<file path="src/rtl/fpga_ann50x50_pkg.sv">
// Shared constants and FSM state type for the ANN50x50 neuron accumulator datapath.
package fpga_ann50x50_pkg;

  localparam int unsigned PROD_W = 40;
  localparam int unsigned N_IN   = 50;
  localparam int unsigned ACC_W  = 47;
  localparam int unsigned SHIFT  = 14;
  localparam int unsigned OUT_W  = 19;
  localparam int unsigned BIAS_W = 24;

  // Counter must hold 0..N_IN; one bit minimum keeps N_IN==1 legal.
  localparam int unsigned CNT_W = (N_IN > 1) ? $clog2(N_IN + 1) : 1;

  localparam logic signed [ACC_W-1:0] ACT_MAX    = ACC_W'((64'sd1 <<< (OUT_W - 1)) - 1);
  localparam logic signed [ACC_W-1:0] ROUND_HALF = ACC_W'(64'sd1 <<< (SHIFT - 1));

  typedef enum logic [1:0] {
    StIdle,
    StAccum,
    StFinish,
    StOut
  } state_e;

endpackage

</file>
<file path="src/rtl/fpga_ann50x50_relu_sat.sv">
// Combinational round-half-up, arithmetic rescale, ReLU and saturation of the neuron sum.
module fpga_ann50x50_relu_sat
  import fpga_ann50x50_pkg::*;
(
  input  logic signed [ACC_W-1:0] i_acc,
  output logic signed [OUT_W-1:0] o_act
);

  logic signed [ACC_W-1:0] w_rounded;
  logic signed [ACC_W-1:0] w_shifted;

  assign w_rounded = i_acc + ROUND_HALF;
  assign w_shifted = w_rounded >>> SHIFT;

  always_comb begin
    o_act = w_shifted[OUT_W-1:0];
    if (w_shifted[ACC_W-1]) begin
      o_act = '0;
    end else if (w_shifted > ACT_MAX) begin
      o_act = ACT_MAX[OUT_W-1:0];
    end
  end

endmodule

</file>
<file path="src/rtl/fpga_ann50x50_neuron_accum.sv">
// Per-neuron product accumulator: sums N_IN products plus bias, then emits one
// rounded, ReLU'd, saturated activation through a valid/ready output register.
module fpga_ann50x50_neuron_accum
  import fpga_ann50x50_pkg::*;
(
  input  logic                     ap_clk,
  input  logic                     ap_rst_n,
  input  logic signed [PROD_W-1:0] prod_data,
  input  logic                     prod_valid,
  input  logic                     prod_last,
  output logic                     prod_ready,
  input  logic signed [BIAS_W-1:0] bias_data,
  output logic signed [OUT_W-1:0]  act_data,
  output logic                     act_valid,
  input  logic                     act_ready,
  output logic                     err_last
);

  state_e                  r_state, w_state_d;
  logic signed [ACC_W-1:0] r_acc, w_acc_d;
  logic [CNT_W-1:0]        r_cnt, w_cnt_d;
  logic                    r_prod_ready, w_prod_ready_d;
  logic signed [OUT_W-1:0] r_act_data, w_act_data_d;
  logic                    r_act_valid, w_act_valid_d;
  logic                    r_err_last, w_err_d;

  logic                    w_accept;
  logic                    w_is_nth;
  logic signed [ACC_W-1:0] w_prod_ext;
  logic signed [ACC_W-1:0] w_bias_ext;
  logic signed [OUT_W-1:0] w_act;

  assign w_accept   = prod_valid && r_prod_ready;
  assign w_prod_ext = {{(ACC_W - PROD_W){prod_data[PROD_W-1]}}, prod_data};
  assign w_bias_ext = {{(ACC_W - BIAS_W){bias_data[BIAS_W-1]}}, bias_data};

  fpga_ann50x50_relu_sat u_relu_sat (
    .i_acc (r_acc),
    .o_act (w_act)
  );

  always_comb begin
    w_state_d     = r_state;
    w_acc_d       = r_acc;
    w_cnt_d       = r_cnt;
    w_act_data_d  = r_act_data;
    w_act_valid_d = r_act_valid;
    w_err_d       = r_err_last;
    w_is_nth      = 1'b0;

    case (r_state)
      StIdle: begin
        if (w_accept) begin
          w_acc_d   = w_prod_ext + (w_bias_ext <<< SHIFT);
          w_cnt_d   = CNT_W'(1);
          w_is_nth  = (N_IN == 1);
          w_state_d = (N_IN == 1) ? StFinish : StAccum;
        end
      end
      StAccum: begin
        if (w_accept) begin
          w_acc_d  = r_acc + w_prod_ext;
          w_cnt_d  = r_cnt + CNT_W'(1);
          w_is_nth = (r_cnt == CNT_W'(N_IN - 1));
          if (w_is_nth) begin
            w_state_d = StFinish;
          end
        end
      end
      StFinish: begin
        w_act_data_d  = w_act;
        w_act_valid_d = 1'b1;
        w_state_d     = StOut;
      end
      StOut: begin
        if (act_ready) begin
          w_act_valid_d = 1'b0;
          w_cnt_d       = '0;
          w_acc_d       = '0;
          w_state_d     = StIdle;
        end
      end
      default: w_state_d = StIdle;
    endcase

    // Termination is count-based; a misplaced prod_last only flags the error.
    if (w_accept && (prod_last != w_is_nth)) begin
      w_err_d = 1'b1;
    end

    w_prod_ready_d = (w_state_d == StIdle) || (w_state_d == StAccum);
  end

  always_ff @(posedge ap_clk) begin
    if (!ap_rst_n) begin
      r_state      <= StIdle;
      r_acc        <= '0;
      r_cnt        <= '0;
      r_prod_ready <= 1'b0;
      r_act_data   <= '0;
      r_act_valid  <= 1'b0;
      r_err_last   <= 1'b0;
    end else begin
      r_state      <= w_state_d;
      r_acc        <= w_acc_d;
      r_cnt        <= w_cnt_d;
      r_prod_ready <= w_prod_ready_d;
      r_act_data   <= w_act_data_d;
      r_act_valid  <= w_act_valid_d;
      r_err_last   <= w_err_d;
    end
  end

  assign prod_ready = r_prod_ready;
  assign act_data   = r_act_data;
  assign act_valid  = r_act_valid;
  assign err_last   = r_err_last;

endmodule

</file>
<file path="config.mk">
export PLATFORM = sky130hd
export DESIGN_NAME = fpga_ann50x50_neuron_accum
export DESIGN_NICKNAME = d
export VERILOG_FILES = /design/src/rtl/fpga_ann50x50_pkg.sv /design/src/rtl/fpga_ann50x50_relu_sat.sv /design/src/rtl/fpga_ann50x50_neuron_accum.sv
export SDC_FILE = /design/constraint.sdc
export NUM_CORES = 1
export LEC_CHECK = 0
export ABC_CLOCK_PERIOD_IN_PS = 3100
export BUFFER_PORTS_ARGS = -buffer_cell sky130_fd_sc_hd__buf_4
export CAP_MARGIN = 20
export CORE_ASPECT_RATIO = 1.25
export CORE_MARGIN = 2
export CORE_UTILIZATION = 60
export CTS_CLUSTER_SIZE = 8
export DETAILED_ROUTE_END_ITERATION = 10
export GPL_TIMING_DRIVEN = 0
export HOLD_SLACK_MARGIN = 0.08
export PLACE_DENSITY = 0.8
export SLEW_MARGIN = 40
export SYNTH_ARGS = -nofsm -noshare
export SYNTH_HDL_FRONTEND = slang
export SYNTH_SLANG_ARGS = --single-unit
export TNS_END_PERCENT = 5
</file>
<file path="constraint.sdc">
create_clock -name ap_clk -period 3.1 [get_ports ap_clk]
set_clock_uncertainty 0.1 [all_clocks]
set_input_delay 0 -clock ap_clk [delete_from_list [all_inputs] [get_ports ap_clk]]
set_output_delay 0 -clock ap_clk [all_outputs]
set_load 0.02 [all_outputs]
</file>
* After elaboration in Yosys (flattened, before gate mapping)
Index checks and enable logic that the tools add are counted. W data, S select, Z words.
Operators by class: add/subtract/negate cells 4, reduce and logical (&&, ||, !) cells 9, magnitude comparators 1, eq/ne operators 9, multiplexer cells 19
Operators by type and width (count):
- $mux W47 | 3
- $pmux W47 S3 | 1
- $add A47 B15 Y47 const B | 1
- $add A47 B40 Y47 | 1
- $add A40 B38 Y41 | 1
- $mux W19 | 2
- $gt A33 B19 Y1 const B | 1
- $mux W6 | 3
- $pmux W6 S3 | 1
- $mux W2 | 4
- $pmux W2 S4 | 1
- $add A6 B1 Y6 const B | 1
- $eq A6 B6 Y1 const B | 1
- $ne A2 B2 Y1 const B | 3
- $eq A2 B1 Y1 const B | 2
- $eq A2 B2 Y1 const B | 2
- $logic_not A2 Y1 | 2
- $reduce_and A4 Y1 | 1
- $mux W1 | 3
- $reduce_bool A3 Y1 | 1
- $logic_and A1 B1 Y1 | 2
- $pmux W1 S2 | 1
- $reduce_and A2 Y1 | 1
- $reduce_bool A2 Y1 | 1
- other kinds (2) | 2
Word-level totals: output and inout port bits 22, register bits after elaboration 77, word-level logic and storage cells 49, input bits 69

* Depth between registers and ports, before layout
depth after elaboration 6, gate-level depth with buffers 12, gate-level depth less buffers 12

* Hierarchy
From an unflattened synthesis, not the netlist that was laid out.
Unflattened totals: cell total of the unflattened synthesis 1089, area total of the unflattened synthesis 7995.2 µm²
By module, submodules not included:
- fpga_ann50x50_neuron_accum | cells an instance 952, area an instance 7081.8 µm², times used 1
- fpga_ann50x50_relu_sat | cells an instance 137, area an instance 913.4 µm², times used 1

* Worst setup path before layout
No wires, ideal clock.
kind flip-flop to flip-flop, start register r_acc[0], end register r_acc[38], required time 2.873 ns, clock period less this slack 2.774 ns, buffers on the path 0, cell stages (with the launch flop) 13, path slack 0.326 ns, library setup time 0.127 ns, arrival time 2.547 ns, cell sequence dfxtp_1 > ha_1 > inv_1 > fa_1 > nor2b_1 > o211ai_1 > a31oi_1 > o2111ai_2 > a31oi_2 > a31o_2 > xnor2_1 > nor3_1 > or3_1
On the way: cells in the longest elaborated chain, start to end 3
RTL lines:
- start, declared | line fpga_ann50x50_neuron_accum.sv:20 | logic signed [ACC_W-1:0] r_acc, w_acc_d;
- start signal, assigned | line fpga_ann50x50_neuron_accum.sv:105 | r_acc <= w_acc_d;
- $add A47 B40 Y47 | line fpga_ann50x50_neuron_accum.sv:62 | w_acc_d = r_acc + w_prod_ext;
- $mux W47 | line fpga_ann50x50_neuron_accum.sv:61 | if (w_accept) begin
- $pmux W47 S3 | line fpga_ann50x50_neuron_accum.sv:51 | case (r_state)
Every way passes these cells. The select of a mux whose other input is x is not followed. A chain may end at the register's enable or synchronous reset.

* Worst setup path after layout
start register r_acc[0], end register r_acc[40]
Same word-level chain as after synthesis.

==> results.cfg <==
[floorplan]
ios = 91
dieArea_um2 = 14000
die_y_um = 132
die_x_um = 106
placementRows = 46
core_um2 = 12700
start_util_pct = 61.7

[setup_path]
arrival_ps = 3250
reg2reg_slack_ps = 5
cp_max_fo = 3
reg2reg_depth = 13
crit_path_start_kind = register
crit_required_ps = 3250
r2r-start = r_acc[0]$_SDFFE_PN0P_
end_kind = register
path_class = register to register
rr_endpoint = r_acc[40]$_SDFFE_PN0P_

[synth]
yosysSeqAreaShare_pct = 19.6
synthFlopType = dfxtp_1
ys_warn_count = 0
synth_top_area_share_pct = 19.6
yosysUniqueCellTypes = 87
synth_largest_area_cell = dfxtp_1
syn_area_um2 = 7850
synth_common_cells = nor2_1 (88), a21oi_1 (87), dfxtp_1 (77), ha_1 (75), nand2_1 (73)
synth.most_common_cell = nor2_1
synthArstFlopShare_pct = 0
synth_area_leaders = dfxtp_1 (20%), ha_1 (12%), a21oi_1 (5.5%)
synth_edf_count = 0
ys_ff_latch = 77
syn-instance-count = 1014
syn_area_per_cell_um2 = 7.74
postSynthNetCount = 1160

[cells_and_area]
fillCellCount = 993
antennaDiodeCount = 0
final_nets = 1289
area_growth_pct = 21.1
drive_above_1_share_pct = 18.2

[detailed_routing]
vias = 8659
viasPerCell = 6.58
wl_per_cell_um = 20.2
drt-total-wl_um = 26600
first_iter_violations = 789
route.detailed.drc = 0
ant_nets = 0
drt_first_pass_iters = 5

[hold_path]
hold_depth = 5
hold_class = input port to register
hold_start = bias_data[4]
hold_path_end = r_acc[18]$_SDFFE_PN0P_

[timing]
fmax_mhz = 323
holdWs_ps = 147
finalSetupTns_ps = 0
maxSlewHeadroom_pct = 40.1
fin_crit_sh_pct = 99.9
grt_setup_unrepaired = yes
fin_crit_ps = 3100
hold_violations = 0
slew_viol_final = 0
worstMarginPinSlew_ps = 898
setup_viol = 0

[pwr]
p_leak_nw = 4.03
ir_drop_v = 0.000244
p_per_area_nw_per_um2 = 382

[global_route]
use_met2_pct = 64.4
use_met1_pct = 44.0
grt_max_degree = 16
grt_usage_pct = 37.1
antenna_found_initial = 0
grt_pass1_vias = 8225
met3_usage_pct = 5.14
grt-ovfl-total = 0
grt_most_used_layer = met2
grt_pass1_wl_um = 41400

[placed_design]
io_buffers = 90
dp_hpwl_um = 20000
globalplace.congestion = 1.01

[clock_network]
root_buffer = clkbuf_16
cts_made_buffers = 9
clock_sinks = 77
path_clk_slew_ps = 70
clk_path_buf_depth = 2
cts_tree = built
worstSkewPairLatency_ps = 340
h-tree-depth = 3

[status]
status = finished, final reports clean

[job]
maxCapViolCount = 0
final cells by class:
| class | instances | area, µm² | area share [%] |
|---|---|---|---|
| Sequential cell | 77 | 1550 | 16.3 |
| Clock buffer | 9 | 225 | 2.37 |
| Timing Repair Buffer | 118 | 952 | 10.0 |
| Multi-Input combinational cell | 850 | 6130 | 64.5 |
| Clock inverter | 7 | 57.6 | 0.605 |
| Buffer | 53 | 251 | 2.64 |
| Tap cell | 168 | 210 | 2.21 |
| Inverter | 34 | 128 | 1.34 |
worst max path at each step:
stage	from	endpoint	slack, ps
6_report	r_acc[0]$_SDFFE_PN0P_	r_acc[40]$_SDFFE_PN0P_	5
5_1_grt	r_acc[0]$_SDFFE_PN0P_	r_acc[40]$_SDFFE_PN0P_	-90
4_1_cts	r_acc[24]$_SDFFE_PN0P_	r_acc[38]$_SDFFE_PN0P_	4
3_5_place_dp	r_acc[0]$_SDFFE_PN0P_	r_acc[38]$_SDFFE_PN0P_	-280
3_3_place_gp	r_acc[0]$_SDFFE_PN0P_	r_acc[38]$_SDFFE_PN0P_	-250
2_1_floorplan	r_acc[0]$_SDFFE_PN0P_	r_acc[38]$_SDFFE_PN0P_	330
cell usage in the layout (no fill, tap or decap), types with 20 or more instances in the layout:
cell           count
ha_1              74
a21oi_1           83
nand3_1           24
a21o_1            38
xnor2_1           43
nand2_1           73
o21ai_0           69
inv_1             33
buf_4            102
dlygate4sd3_1     20
xor2_1            36
nor2_1            87
nor3_1            26
clkbuf_1          34
dfxtp_1           68
nand4_1           20
through the flow:
step | utilization, % | setup slack [ps] | power, mW | cell area (µm²) | cells
after floorplan | - | 326 | 2.10 | 7850 | 1014
after global placement | 68.7 | -245 | 2.46 | 8740 | 1272
after detailed placement | 68.7 | -284 | 2.48 | 8740 | 1272
after CTS | 73.1 | 4.42 | 3.53 | 9300 | 1313
after global routing | 74.8 | -87.5 | 3.80 | 9510 | 1316
final | 74.8 | 4.64 | 3.64 | 9510 | 1316
timing repair:
action                                 4_1_cts  5_1_grt
buffers inserted                             5        3
pin swaps                                    3       15
resized for setup                            6       40
hold buffers                                20        0
endpoints found under the hold margin       21        0
setup endpoints to repair                    7       18
where the power goes:
group	total [mW]	internal [mW]	leakage (nW)	switching, mW
Clock	1.04	0.554	0.134	0.483
Combinational	1.47	0.608	3.26	0.858
Sequential	1.13	1.05	0.633	0.0849
Total	3.64	2.21	4.03	1.43
state kept, by name (all words and copies together), names as in the netlist:
register and count:
err_last 1, act_valid 1, r_cnt 6, r_state 2, act_data 19, r_acc 47, prod_ready 1
critical path, cell delays in order (launching register included):
cell and delay (ps):
dfxtp_2 360, ha_4 140, inv_2 40, fa_2 380, nor2b_4 150, o211ai_1 160, a31oi_2 370, o2111ai_4 220
a31oi_4 270, buf_6 130, a21bo_4 140, a41oi_2 110, xor2_1 190, o32ai_1 250
kinds of logic after synthesis:
logic type,count (synthesis),share of synthesized area (%)
adders and majority gates,77,12.5
AOI/OAI and AO/OA,366,32.2
DFF,77,19.6
buffers and inverters,87,4.83
and+or+nand+nor,321,21.2
muxes,5,0.637
xor gates and xnor gates,81,9.03
per-layer routing:
layer | vias up | wire, µm
met3 | 128 | 1910
met1 | 4046 | 10200
met2 | 404 | 12600
met5 | - | 0
met4 | 0 | 1780
li1 | 4081 | -
Power figures use the tool's default switching activity.
